### config.mk
export PLATFORM = sky130hd
export DESIGN_NAME = ex_muldiv_sequencer_flat
export DESIGN_NICKNAME = d
export VERILOG_FILES = /design/src/rtl/ex_muldiv_pkg.sv /design/src/rtl/ex_muldiv_sequencer_if.sv /design/src/rtl/muldiv_step.sv /design/src/rtl/ex_muldiv_sequencer.sv /design/src/flat_wrapper.sv
export SDC_FILE = /design/constraint.sdc
export NUM_CORES = 1
export LEC_CHECK = 0
export ABC_AREA = 1
export CORE_UTILIZATION = 47
export CTS_CLUSTER_DIAMETER = 100
export DETAILED_ROUTE_END_ITERATION = 8
export GPL_TIMING_DRIVEN = 0
export PLACE_DENSITY = 0.64
export RECOVER_POWER = 100
export SKIP_CTS_REPAIR_TIMING = 1
export SYNTH_ARGS = -nofsm -noshare
export SYNTH_HDL_FRONTEND = slang
export SYNTH_HIERARCHICAL = 1
export SYNTH_SLANG_ARGS = --single-unit
### constraint.sdc
create_clock -name i_clock -period 3.3 [get_ports i_clock]
set_input_delay 0.495 -clock i_clock [delete_from_list [all_inputs] [get_ports i_clock]]
set_output_delay 0.495 -clock i_clock [all_outputs]
set_load 0.01 [all_outputs]
### src/rtl/ex_muldiv_pkg.sv
// Shared encodings for the EX-stage multiply/divide sequencer.
//   op_e    : mul/div opcode select as decoded in EX
//   state_e : sequencer FSM states
//   DIV0_LO : LO value committed on any divide by zero
package ex_muldiv_pkg;

  typedef enum logic [1:0] {
    OP_MULT  = 2'b00,
    OP_MULTU = 2'b01,
    OP_DIV   = 2'b10,
    OP_DIVU  = 2'b11
  } op_e;

  typedef enum logic [1:0] {
    ST_IDLE = 2'b00,
    ST_RUN  = 2'b01,
    ST_FIX  = 2'b10
  } state_e;

  localparam logic [31:0] DIV0_LO = 32'hFFFF_FFFF;

endpackage

### src/rtl/ex_muldiv_sequencer_if.sv
// EX-stage <-> mul/div sequencer signal bundle.
//   master : EX side (drives i_* requests, observes o_* status and HI/LO)
//   slave  : sequencer side
interface ex_muldiv_sequencer_if #(
  parameter int NB_DATA = 32,
  parameter int NB_OP   = 2
);
  logic               i_start;
  logic [NB_OP-1:0]   i_op;
  logic [NB_DATA-1:0] i_data_a;
  logic [NB_DATA-1:0] i_data_b;
  logic               i_read_hilo;
  logic               i_wr_hi;
  logic               i_wr_lo;
  logic [NB_DATA-1:0] i_wr_data;
  logic               i_flush;
  logic               o_stall;
  logic               o_busy;
  logic               o_done;
  logic [NB_DATA-1:0] o_hi;
  logic [NB_DATA-1:0] o_lo;

  modport master (
    output i_start, i_op, i_data_a, i_data_b, i_read_hilo,
           i_wr_hi, i_wr_lo, i_wr_data, i_flush,
    input  o_stall, o_busy, o_done, o_hi, o_lo
  );

  modport slave (
    input  i_start, i_op, i_data_a, i_data_b, i_read_hilo,
           i_wr_hi, i_wr_lo, i_wr_data, i_flush,
    output o_stall, o_busy, o_done, o_hi, o_lo
  );
endinterface

### src/rtl/muldiv_step.sv
// One combinational iteration of the unsigned mul/div datapath on {acc, q}.
//   i_is_div : 1 = restoring divide step, 0 = shift-add multiply step
//   i_acc    : upper half (partial product high / partial remainder)
//   i_q      : lower half (multiplier bits / dividend-quotient bits)
//   i_b      : multiplicand or divisor magnitude
//   o_acc/o_q: pair after this iteration
module muldiv_step #(
  parameter int NB_DATA = 32
) (
  input  logic               i_is_div,
  input  logic [NB_DATA-1:0] i_acc,
  input  logic [NB_DATA-1:0] i_q,
  input  logic [NB_DATA-1:0] i_b,
  output logic [NB_DATA-1:0] o_acc,
  output logic [NB_DATA-1:0] o_q
);
  logic [NB_DATA:0] sum;
  logic [NB_DATA:0] shifted;
  logic [NB_DATA:0] trial;

  always_comb begin
    sum     = {1'b0, i_acc} + {1'b0, i_b};
    shifted = {i_acc, i_q[NB_DATA-1]};
    trial   = shifted - {1'b0, i_b};
    o_acc   = i_acc;
    o_q     = i_q;
    if (i_is_div) begin
      // Remainder stays below the divisor, so bit NB_DATA of the trial
      // difference is a clean borrow flag.
      if (!trial[NB_DATA]) begin
        o_acc = trial[NB_DATA-1:0];
        o_q   = {i_q[NB_DATA-2:0], 1'b1};
      end else begin
        o_acc = shifted[NB_DATA-1:0];
        o_q   = {i_q[NB_DATA-2:0], 1'b0};
      end
    end else begin
      // Carry out of the add shifts back into the top of acc.
      if (i_q[0]) begin
        o_acc = sum[NB_DATA:1];
        o_q   = {sum[0], i_q[NB_DATA-1:1]};
      end else begin
        o_acc = {1'b0, i_acc[NB_DATA-1:1]};
        o_q   = {i_acc[0], i_q[NB_DATA-1:1]};
      end
    end
  end
endmodule

### src/rtl/ex_muldiv_sequencer.sv
// Multi-cycle MULT/MULTU/DIV/DIVU sequencer beside the EX-stage ALU.
//   i_clock : rising-edge clock
//   i_reset : synchronous active-low reset
//   bus     : EX request/status bundle (start/op/operands, MFHI/MTHI/MTLO,
//             flush in; stall/busy/done and committed HI/LO out)
// IDLE -> RUN (32 iterations) -> FIX (sign correction + HI/LO commit) -> IDLE.
module ex_muldiv_sequencer
  import ex_muldiv_pkg::*;
#(
  parameter int NB_DATA = 32,
  parameter int NB_OP   = 2,
  parameter int NB_CNT  = 6
) (
  input  logic                  i_clock,
  input  logic                  i_reset,
  ex_muldiv_sequencer_if.slave  bus
);
  state_e               state_q, state_d;
  logic [NB_CNT-1:0]    count_q;
  logic [NB_DATA-1:0]   acc_q, q_q, b_q, a_raw_q;
  logic [NB_DATA-1:0]   hi_q, lo_q;
  logic                 is_div_q, neg_q_q, neg_r_q, div0_q, done_q;
  logic [NB_DATA-1:0]   step_acc, step_q;

  op_e                  op_in;
  logic                 in_signed, in_div;
  logic [NB_DATA-1:0]   mag_a, mag_b;
  logic [2*NB_DATA-1:0] prod;
  logic [NB_DATA-1:0]   quo, rem, fix_hi, fix_lo;
  logic                 busy;

  muldiv_step #(.NB_DATA(NB_DATA)) u_step (
    .i_is_div (is_div_q),
    .i_acc    (acc_q),
    .i_q      (q_q),
    .i_b      (b_q),
    .o_acc    (step_acc),
    .o_q      (step_q)
  );

  // Operand decode for the start cycle.
  always_comb begin
    op_in     = op_e'(bus.i_op);
    in_signed = (op_in == OP_MULT) || (op_in == OP_DIV);
    in_div    = (op_in == OP_DIV) || (op_in == OP_DIVU);
    mag_a     = (in_signed && bus.i_data_a[NB_DATA-1]) ? -bus.i_data_a : bus.i_data_a;
    mag_b     = (in_signed && bus.i_data_b[NB_DATA-1]) ? -bus.i_data_b : bus.i_data_b;
  end

  // Sign correction applied in FIX.
  always_comb begin
    prod   = {acc_q, q_q};
    quo    = q_q;
    rem    = acc_q;
    if (neg_q_q) begin
      prod = -prod;
      quo  = -quo;
    end
    if (neg_r_q) rem = -rem;
    fix_hi = prod[2*NB_DATA-1:NB_DATA];
    fix_lo = prod[NB_DATA-1:0];
    if (is_div_q) begin
      fix_hi = rem;
      fix_lo = quo;
      if (div0_q) begin
        fix_hi = a_raw_q;
        fix_lo = DIV0_LO;
      end
    end
  end

  always_comb begin
    state_d = state_q;
    case (state_q)
      ST_IDLE: if (!bus.i_flush && bus.i_start) state_d = ST_RUN;
      ST_RUN: begin
        if (bus.i_flush)                                state_d = ST_IDLE;
        else if (count_q == NB_CNT'(NB_DATA - 1))       state_d = ST_FIX;
      end
      ST_FIX:  state_d = ST_IDLE;
      default: state_d = ST_IDLE;
    endcase
  end

  always_ff @(posedge i_clock) begin
    if (!i_reset) state_q <= ST_IDLE;
    else          state_q <= state_d;
  end

  always_ff @(posedge i_clock) begin
    if (!i_reset) begin
      count_q  <= '0;
      acc_q    <= '0;
      q_q      <= '0;
      b_q      <= '0;
      a_raw_q  <= '0;
      hi_q     <= '0;
      lo_q     <= '0;
      is_div_q <= 1'b0;
      neg_q_q  <= 1'b0;
      neg_r_q  <= 1'b0;
      div0_q   <= 1'b0;
      done_q   <= 1'b0;
    end else begin
      done_q <= 1'b0;
      case (state_q)
        ST_IDLE: begin
          if (!bus.i_flush) begin
            if (bus.i_start) begin
              count_q  <= '0;
              acc_q    <= '0;
              q_q      <= mag_a;
              b_q      <= mag_b;
              a_raw_q  <= bus.i_data_a;
              is_div_q <= in_div;
              neg_q_q  <= in_signed && (bus.i_data_a[NB_DATA-1] ^ bus.i_data_b[NB_DATA-1]);
              neg_r_q  <= in_signed && bus.i_data_a[NB_DATA-1];
              div0_q   <= in_div && (bus.i_data_b == '0);
            end else begin
              if (bus.i_wr_hi) hi_q <= bus.i_wr_data;
              if (bus.i_wr_lo) lo_q <= bus.i_wr_data;
            end
          end
        end
        ST_RUN: begin
          if (!bus.i_flush) begin
            acc_q   <= step_acc;
            q_q     <= step_q;
            count_q <= count_q + 1'b1;
          end
        end
        ST_FIX: begin
          if (!bus.i_flush) begin
            hi_q   <= fix_hi;
            lo_q   <= fix_lo;
            done_q <= 1'b1;
          end
        end
        default: ;
      endcase
    end
  end

  assign busy        = (state_q != ST_IDLE);
  assign bus.o_busy  = busy;
  assign bus.o_done  = done_q;
  assign bus.o_hi    = hi_q;
  assign bus.o_lo    = lo_q;
  assign bus.o_stall = busy & (bus.i_start | bus.i_read_hilo | bus.i_wr_hi | bus.i_wr_lo);

endmodule

### src/flat_wrapper.sv
// flat-port wrapper written by rule: the top's interface ports become plain ports
module ex_muldiv_sequencer_flat import ex_muldiv_pkg::*;
#(
  parameter int NB_DATA = 32,
  parameter int NB_OP   = 2,
  parameter int NB_CNT  = 6
)
  (i_clock, i_reset, bus_i_start, bus_i_op, bus_i_data_a, bus_i_data_b, bus_i_read_hilo, bus_i_wr_hi, bus_i_wr_lo, bus_i_wr_data, bus_i_flush, bus_o_stall, bus_o_busy, bus_o_done, bus_o_hi, bus_o_lo);
  ex_muldiv_sequencer_if #(.NB_DATA(NB_DATA), .NB_OP(NB_OP)) bus_i ();
  input  logic i_clock;
  input  logic i_reset;
  input wire logic [$bits(bus_i.i_start)-1:0] bus_i_start;
  input wire logic [$bits(bus_i.i_op)-1:0] bus_i_op;
  input wire logic [$bits(bus_i.i_data_a)-1:0] bus_i_data_a;
  input wire logic [$bits(bus_i.i_data_b)-1:0] bus_i_data_b;
  input wire logic [$bits(bus_i.i_read_hilo)-1:0] bus_i_read_hilo;
  input wire logic [$bits(bus_i.i_wr_hi)-1:0] bus_i_wr_hi;
  input wire logic [$bits(bus_i.i_wr_lo)-1:0] bus_i_wr_lo;
  input wire logic [$bits(bus_i.i_wr_data)-1:0] bus_i_wr_data;
  input wire logic [$bits(bus_i.i_flush)-1:0] bus_i_flush;
  output wire logic [$bits(bus_i.o_stall)-1:0] bus_o_stall;
  output wire logic [$bits(bus_i.o_busy)-1:0] bus_o_busy;
  output wire logic [$bits(bus_i.o_done)-1:0] bus_o_done;
  output wire logic [$bits(bus_i.o_hi)-1:0] bus_o_hi;
  output wire logic [$bits(bus_i.o_lo)-1:0] bus_o_lo;
  assign bus_i.i_start = bus_i_start;
  assign bus_i.i_op = bus_i_op;
  assign bus_i.i_data_a = bus_i_data_a;
  assign bus_i.i_data_b = bus_i_data_b;
  assign bus_i.i_read_hilo = bus_i_read_hilo;
  assign bus_i.i_wr_hi = bus_i_wr_hi;
  assign bus_i.i_wr_lo = bus_i_wr_lo;
  assign bus_i.i_wr_data = bus_i_wr_data;
  assign bus_i.i_flush = bus_i_flush;
  assign bus_o_stall = bus_i.o_stall;
  assign bus_o_busy = bus_i.o_busy;
  assign bus_o_done = bus_i.o_done;
  assign bus_o_hi = bus_i.o_hi;
  assign bus_o_lo = bus_i.o_lo;
  ex_muldiv_sequencer #(.NB_DATA(NB_DATA), .NB_OP(NB_OP), .NB_CNT(NB_CNT)) u_core (.i_clock(i_clock), .i_reset(i_reset), .bus(bus_i));
endmodule
==> results of run 1 <==
power groups by stage:
stage               clock [mW]  combinational [mW]  sequential [mW]
global route              3.41                2.52             2.79
global placement             0                2.23             2.82
finish                    3.31                2.31             2.78
floorplan                    0                1.45             2.75
detailed placement           0                2.25             2.82
CTS                       3.32                2.27             2.77
cells by family after synthesis:
family          after synthesis  synth area share
compound gates              753             0.210
xor+xnor                     58            0.0262
fa+ha+maj                    71            0.0466
buf+inv                     603             0.122
flops                       205             0.212
simple gates               1777             0.383
sequential cells by signal (all words and copies together) (netlist names), 2 cells and up:
name and flops:
u_core/state_q 2, u_core/bus.o_lo 32, u_core/acc_q 32, u_core/bus.o_hi 32
u_core/count_q 6, u_core/b_q 32, u_core/a_raw_q 32, u_core/q_q 32
path summary, 6_finish.rpt:
path	from	endpoint	cells after the start
hold / removal	bus_i_flush	u_core/bus.o_done	2
setup reg to reg	u_core/acc_q[29]	u_core/acc_q[29]	14
hold reg to reg	u_core/count_q[5]	u_core/state_q[1]	1
setup / recovery	u_core/acc_q[29]	u_core/acc_q[29]	14
worst max-delay path, stage by stage (launching register included):
cell and delay (ns):
dfxtp_1 0.84, ha_1 0.42, nand2_1 0.15, a21oi_1 0.06
nor2_1 0.16, nand2_1 0.10, a21oi_2 0.23, nand3_1 0.18
nand2_4 0.16, buf_6 0.15, nand3_1 0.23, nand2_1 0.14
nand2_1 0.07, nand2_1 0.07, a21oi_1 0.07
layer usage:
layer | wire length [um] | track usage | vias up
met5 | 31 | 0 | -
met4 | 3530 | 0.150 | 4
met3 | 12300 | 0.110 | 212
met2 | 34400 | 0.577 | 1581
met1 | 37800 | 0.580 | 11100
li1 | - | - | 11600
final cells by class:
class,instances,area (um^2)
repair buffers,169,1690
diodes,1,2.50
clock inverters,15,258
fillers,4270,18100
clock buffers,34,742
plain buffers,137,586
multi-input cells,2659,12900
inverters,466,1750
well taps,532,666
flip-flops and latches,205,4110
cell usage after synthesis (all sizes together) (4+ instances only):
library cell and number:
o211ai 29, inv 465, nand3 228, and2 6, buf 63, o31ai 7
xor2 41, o221ai 8, nor4 4, nor3 49, nand2 1074, a21boi 4
ha 69, clkbuf 74, o22ai 28, a31oi 16, a21oi 347, dfxtp 205
or2 4, xnor2 17, o21ai 295, nor2 376, nand4 24, nand3b 8
stage by stage:
step / hold WS [ns] / setup TNS, ns / util
6_report: 0.253 / 0 / 0.556
5_1_grt: 0.263 / 0 / 0.556
4_1_cts: 0.300 / -0.0469 / 0.558
3_5_place_dp: 0.461 / 0 / 0.533
3_3_place_gp: 0.447 / 0 / 0.533
2_1_floorplan: 0.421 / 0 / -
==> metrics.yaml, run 1 <==
pwr:
  internal_power_mw: 5.43
  power.net_switching_mw: 2.97
  p_leak_nw: 11.1
  pwr_density_cell_mw_per_mm2: 371
  swShare: 0.354
  fin_total_pwr_mw: 8.40
  power_frac_clock: 0.394
  vdd_ir_drop_max_mv: 0.430
  power_frac_comb: 0.275
  proportion_of_power_drawn_by_flip_flops_and_latches: 0.331
grt:
  grt_antenna_before_repair: 4
  globalRouteOverflowTotal: 0
  track_usage: 0.407
  grt_pass1_wl_um: 129000
  maximum_number_of_pins_on_one_net_before_global_route_repair: 14
  grt_pass1_vias: 21700
clock_network:
  clock_root_buffer: "clkbuf_16"
  htree_levels: 1
  clk_pin_slew_ns: 0.06
  clkLatencyLatePin_ns: 0.57
  tritoncts: "done"
  numCtsBuffers: 27
  cts_buffer_depth: 3
  clock-sinks: 205
logic_synthesis:
  synth.top_cells.by_area: "dfxtp_1 21%, nand2_1 20%, a21oi_1 8.8%"
  synth_seq_cells: 205
  synth_nets: 3643
  synth_edf_count: 0
  synth.lib_cells_used.distinct: 56
  yosys.area.top_type_share: 0.212
  mappedNetlistArea_mm2: 0.0194
  postSynthCellCount: 3467
  seq_area_frac_synth: 0.212
  synth_top_flop_cell: "dfxtp_1"
  synth.yosys.warnings: 6
  synthesis.area_per_instance_um2: 5.59
  ys_async_sr_fraction: 0
  synth_largest_area_cell: "dfxtp_1"
routing:
  wire_per_inst_um: 20.9
  antenna_violating_nets_post_route: 0
  drcViolationCount: 0
  drt_first_iter_violations: 3194
  via_count: 24500
  drt-vias-per-instance: 5.82
  drt-total-wl_um: 88000
  first_pass_iters: 6
cells_and_area:
  area.growth.synth_to_final_pct: 17.0
  layout_cells_sized_above_1: 0.0459
  final-instance-count-excl-fill: 4218
  most_frequent_cells_in_the_layout: "1051 x nand2_1, 450 x inv_1, 348 x nor2_1, 343 x a21oi_1, 277 x o21ai_0"
  nNetsFinal: 3841
  final_design_area_no_fill_mm2: 0.0227
  layout_commonest_cell: "nand2_1"
flow_run:
  number_of_max_cap_violations: 0
sta:
  drv_slew: 0
  fin_crit_sh: 0.970
  clock.fmax_mhz: 312
  setup_violations: 0
  period_minus_slack_ns: 3.20
  worst_slew_margin_rel: 0.222
  rsz_0062_raised_after_global_routing: "false"
  setup_slack_ns: 0.0997
  report.final.hold_viol_count: 0
  worst_tran_pin_value_ns: 1.17
  final.setup_skew_ns: 0.0170
place:
  gpl.final_weighted_congestion: 1.07
  detailed_place.area_mm2: 0.0217
  dp_cells: 4168
  dpl_worst_slack_ns: 0.0103
  io_buffers: 169
  place.detailed.hpwl_um: 70900
floorplanning:
  horizontal_die_dimension_um: 205
  core_area_mm2: 0.0407
  start_util: 0.475
  die_area_mm2: 0.0420
  die-height_um: 205
  io-pin-count: 172
  placement_rows: 74
critical_path:
  worst-endpoint-required_ns: 3.71
  timing.critical_path.from_type: "flop"
  crit_arrival_ns: 3.61
  end_kind: "flop"
  worstPathMaxFanout: 10
  worst-setup-path-type: "reg2reg"
  reg2reg_slack_ns: 0.1
worst_hold_path:
  hold_path_class: "in2reg"
outcome:
  status: "finished, final reports clean"
No activity file was read; power rests on OpenSTA's default activity.
==> run 2, diff against run 1 <==
- REMOVE_ABC_BUFFERS: unset -> 1
- SYNTH_HIERARCHICAL: 1 -> unset
==> run 2 against run 1 <==
Sequential share of layout area increased by 0.56 points; clock skew rose by 0.0086 ns; die area down 1.4%; highest routed layer unchanged; via count fell by 2.2%; critical path depth shrank 7; final area is 2.7% lower; clock power is 9.7% lower; fmax decreased by 2.6%; setup slack worse by 0.086 ns.
==> metrics.yaml, run 2 <==
cells_and_area:
  area.sequential_mm2: 0.00412  # +0.27%
  most_frequent_cells_in_the_layout: "968 x nand2_1, 474 x inv_1, 381 x a21oi_1, 285 x nor2_1, 281 x o21ai_0"
  layout_commonest_cell: "nand2_1"
  filler_cell_count: 4180  # -2.1%
  area.growth.synth_to_final_pct: 15.4
  nNetsFinal: 3675  # -4.3%
  final_core_utilization: 0.552  # -0.00387
  multi_input_area_mm2: 0.0126  # -2.1%
  final_design_area_no_fill_mm2: 0.0220  # -2.7%
  antennaDiodeCount: 0  # -1
  layout_cells_sized_above_1: 0.0415  # -0.00434
critical_path:
  worst-endpoint-required_ns: 3.69  # -0.02 ns
  worstPathMaxFanout: 51  # +41
  reg2reg_slack_ns: 0.03  # -0.07 ns
  worst-setup-path-type: "in2reg"
  crit_arrival_ns: 3.68  # +0.07 ns
  timing.critical_path.from_type: "primary input"
  cp-endpoint: "u_core.b_q[1]"
  critical_path.reg2reg.startpoint: "u_core.q_q[0]"
  end_kind: "flop"
  worst_r2r_path_depth: 12  # -2
  worst_r2r_endpoint: "u_core.bus.o_hi[20]"
  worstSetupStartpoint: "bus_i_flush"
floorplanning:
  start_util: 0.479  # +0.00311
  horizontal_die_dimension_um: 204  # -0.69%
  core_area_mm2: 0.0399  # -2.0%
  io-pin-count: 172  # unchanged
  die-height_um: 204  # -0.69%
  die_area_mm2: 0.0415  # -1.4%
  placement_rows: 73  # -1.4%
routing:
  wire_per_inst_um: 21.4  # +2.7%
  drt-total-wl_um: 86600  # -1.6%
  antenna_violating_nets_post_route: 0  # unchanged
  via_count: 24000  # -2.2%
  first_pass_iters: 6  # unchanged
  drcViolationCount: 0  # unchanged
  drt_first_iter_violations: 3331  # +4.3%
  drt-vias-per-instance: 5.94  # +2.1%
logic_synthesis:
  synth.yosys.warnings: 0  # -6
  ys_async_sr_fraction: 0  # unchanged
  synth_top_flop_cell: "dfxtp_1"
  netlist_top_cells_count: "968 x nand2_1, 478 x inv_1, 380 x a21oi_1"
  synthesis.area_per_instance_um2: 5.57  # -0.32%
  mappedNetlistArea_mm2: 0.0191  # -1.4%
  seq_area_frac_synth: 0.215  # +0.00297
  synth_largest_area_cell: "dfxtp_1"
  synth.top_cells.by_area: "dfxtp_1 21%, nand2_1 19%, a21oi_1 10%"
  synthMostInstantiatedCell: "nand2_1"
  synth_edf_count: 0  # unchanged
  synth_seq_cells: 205  # unchanged
  yosys.area.top_type_share: 0.215  # +0.00297
  postSynthCellCount: 3430  # -1.1%
  synth.lib_cells_used.distinct: 48  # -14%
sta:
  setup_slack_ns: 0.0140  # -0.0856 ns
  period_minus_slack_ns: 3.29  # +0.0856 ns
  fin_crit_sh: 0.996  # +0.0259
  report.final.hold_viol_count: 0  # unchanged
  final.setup_skew_ns: 0.0256  # +0.00856 ns
  clock.fmax_mhz: 304  # -2.6%
  drv_slew: 0  # unchanged
  worst_tran_pin_value_ns: 1.44  # +0.278 ns
  rsz_0062_raised_after_global_routing: "false"
  setup_violations: 0  # unchanged
  fin_worst_hold_slack_ns: 0.467  # +0.214 ns
  worst_slew_margin_rel: 0.0371  # -0.185
  setup_tns_ns: 0  # unchanged
pwr:
  pwr_density_cell_mw_per_mm2: 362  # -2.5%
  p_leak_nw: 10.5  # -5.0%
  vdd_ir_drop_max_mv: 0.331  # -23%
clock_network:
  htree_levels: 1  # unchanged
  clk_pin_slew_ns: 0.06  # about the same
  clock-sinks: 205  # unchanged
  tritoncts: "done"
  clkLatencyLatePin_ns: 0.56  # about the same
  cts_buffer_depth: 3  # unchanged
  clock_root_buffer: "clkbuf_16"
  numCtsBuffers: 25  # -7.4%
grt:
  track_usage: 0.398  # -0.00954
  groute.layer.met3.usage: 0.0960  # -0.0139
  most_crowded_layer_gr: "met1"
  global_route.usage.met1: 0.589  # +0.00892
  grt_pass1_vias: 21000  # -3.3%
  grt_pass1_wl_um: 126000  # -2.1%
  grt_antenna_before_repair: 5  # +1
  globalRouteOverflowTotal: 0  # unchanged
  maximum_number_of_pins_on_one_net_before_global_route_repair: 102  # +88
  use_met2: 0.568  # -0.00872
place:
  gpl.final_weighted_congestion: 1.04  # -2.6%
  io_buffers: 171  # +1.2%
  detailed_place.area_mm2: 0.0209  # -3.6%
  dpl_worst_slack_ns: -1.08  # -1.09 ns
  place.detailed.hpwl_um: 64800  # -8.6%
flow_run:
  number_of_max_cap_violations: 0  # unchanged
outcome:
  status: "finished, final reports clean"
worst_hold_path:
  hold_path_class: "reg2reg"
-- run 2: cell count changes after synthesis, moves of 10 or more --
| cell | change |
|---|---|
| inv_1 | +30 |
| buf_2 | -21 |
| nand3_1 | +25 |
| nor2_2 | -11 |
| a31oi_1 | +14 |
| a21oi_1 | +39 |
| o22ai_1 | +10 |
| o211ai_1 | -18 |
| clkbuf_1 | +36 |
| nand2_1 | -81 |
| nand4_1 | +11 |
| nand2_2 | -11 |
| nor2_1 | -57 |
-- run 2: where the power goes --
group          switching (mW)  total, mW  internal (mW)
sequential              0.162       2.76           2.60
clock                    1.21       2.99           1.78
combinational            1.52       2.22          0.698
total                    2.90       7.97           5.07
-- run 2: layout make-up --
cell class	count	area share
inverters	500	0.0870
multi-input cells	2578	0.571
well taps	525	0.0298
flip-flops and latches	205	0.187
repair buffers	188	0.0856
clock buffers	34	0.0331
clock inverters	10	0.00624
repair inverters	1	0.000341
-- run 2: logic make-up (layout without fill, tap and decap cells) --
group | Yosys count | count (layout) | synth area share
AO/OA/AOI/OAI | 788 | 789 | 0.218
flip-flops | 205 | 205 | 0.215
XOR/XNOR | 54 | 54 | 0.0248
buffers and inverters | 652 | 733 | 0.132
AND/OR/NAND/NOR | 1660 | 1664 | 0.363
adder cells (fa/ha/maj) | 71 | 71 | 0.0473
-- run 2: metrics by stage --
step           power, mW  cells
2_1_floorplan       4.01   3278
3_3_place_gp        4.87   3974
3_5_place_dp        4.88   3978
4_1_cts             7.82   4022
5_1_grt             8.24   4041
6_report            7.97   4041
-- run 2: worst max-delay path, stage by stage --
cell and delay (ns):
clkdlybuf4s50_1 0.56, nor2_1 0.56, nand2_1 0.55, inv_2 0.43, nor2_4 0.22, inv_4 0.62
o21ai_0 0.19
-- run 2: worst min-delay path by stage --
stage                                  start                  to  slack [ns]  depth (start not counted)
after global routing      u_core.a_raw_q[10]  u_core.a_raw_q[10]        0.49                          2
final                      u_core.a_raw_q[4]   u_core.a_raw_q[4]        0.47                          2
after detailed placement   u_core.a_raw_q[5]   u_core.a_raw_q[5]        0.45                          2
after global placement     u_core.a_raw_q[5]   u_core.a_raw_q[5]        0.44                          2
after floorplan            u_core.a_raw_q[3]   u_core.a_raw_q[3]        0.42                          2
after CTS                  u_core.a_raw_q[5]   u_core.a_raw_q[5]        0.47                          2
-- run 2: metal layers --
metal	wire length [um]	up-vias
met4	2260	6
met2	34200	1460
met1	38700	11100
met5	45	-
met3	11300	171
li1	-	11300
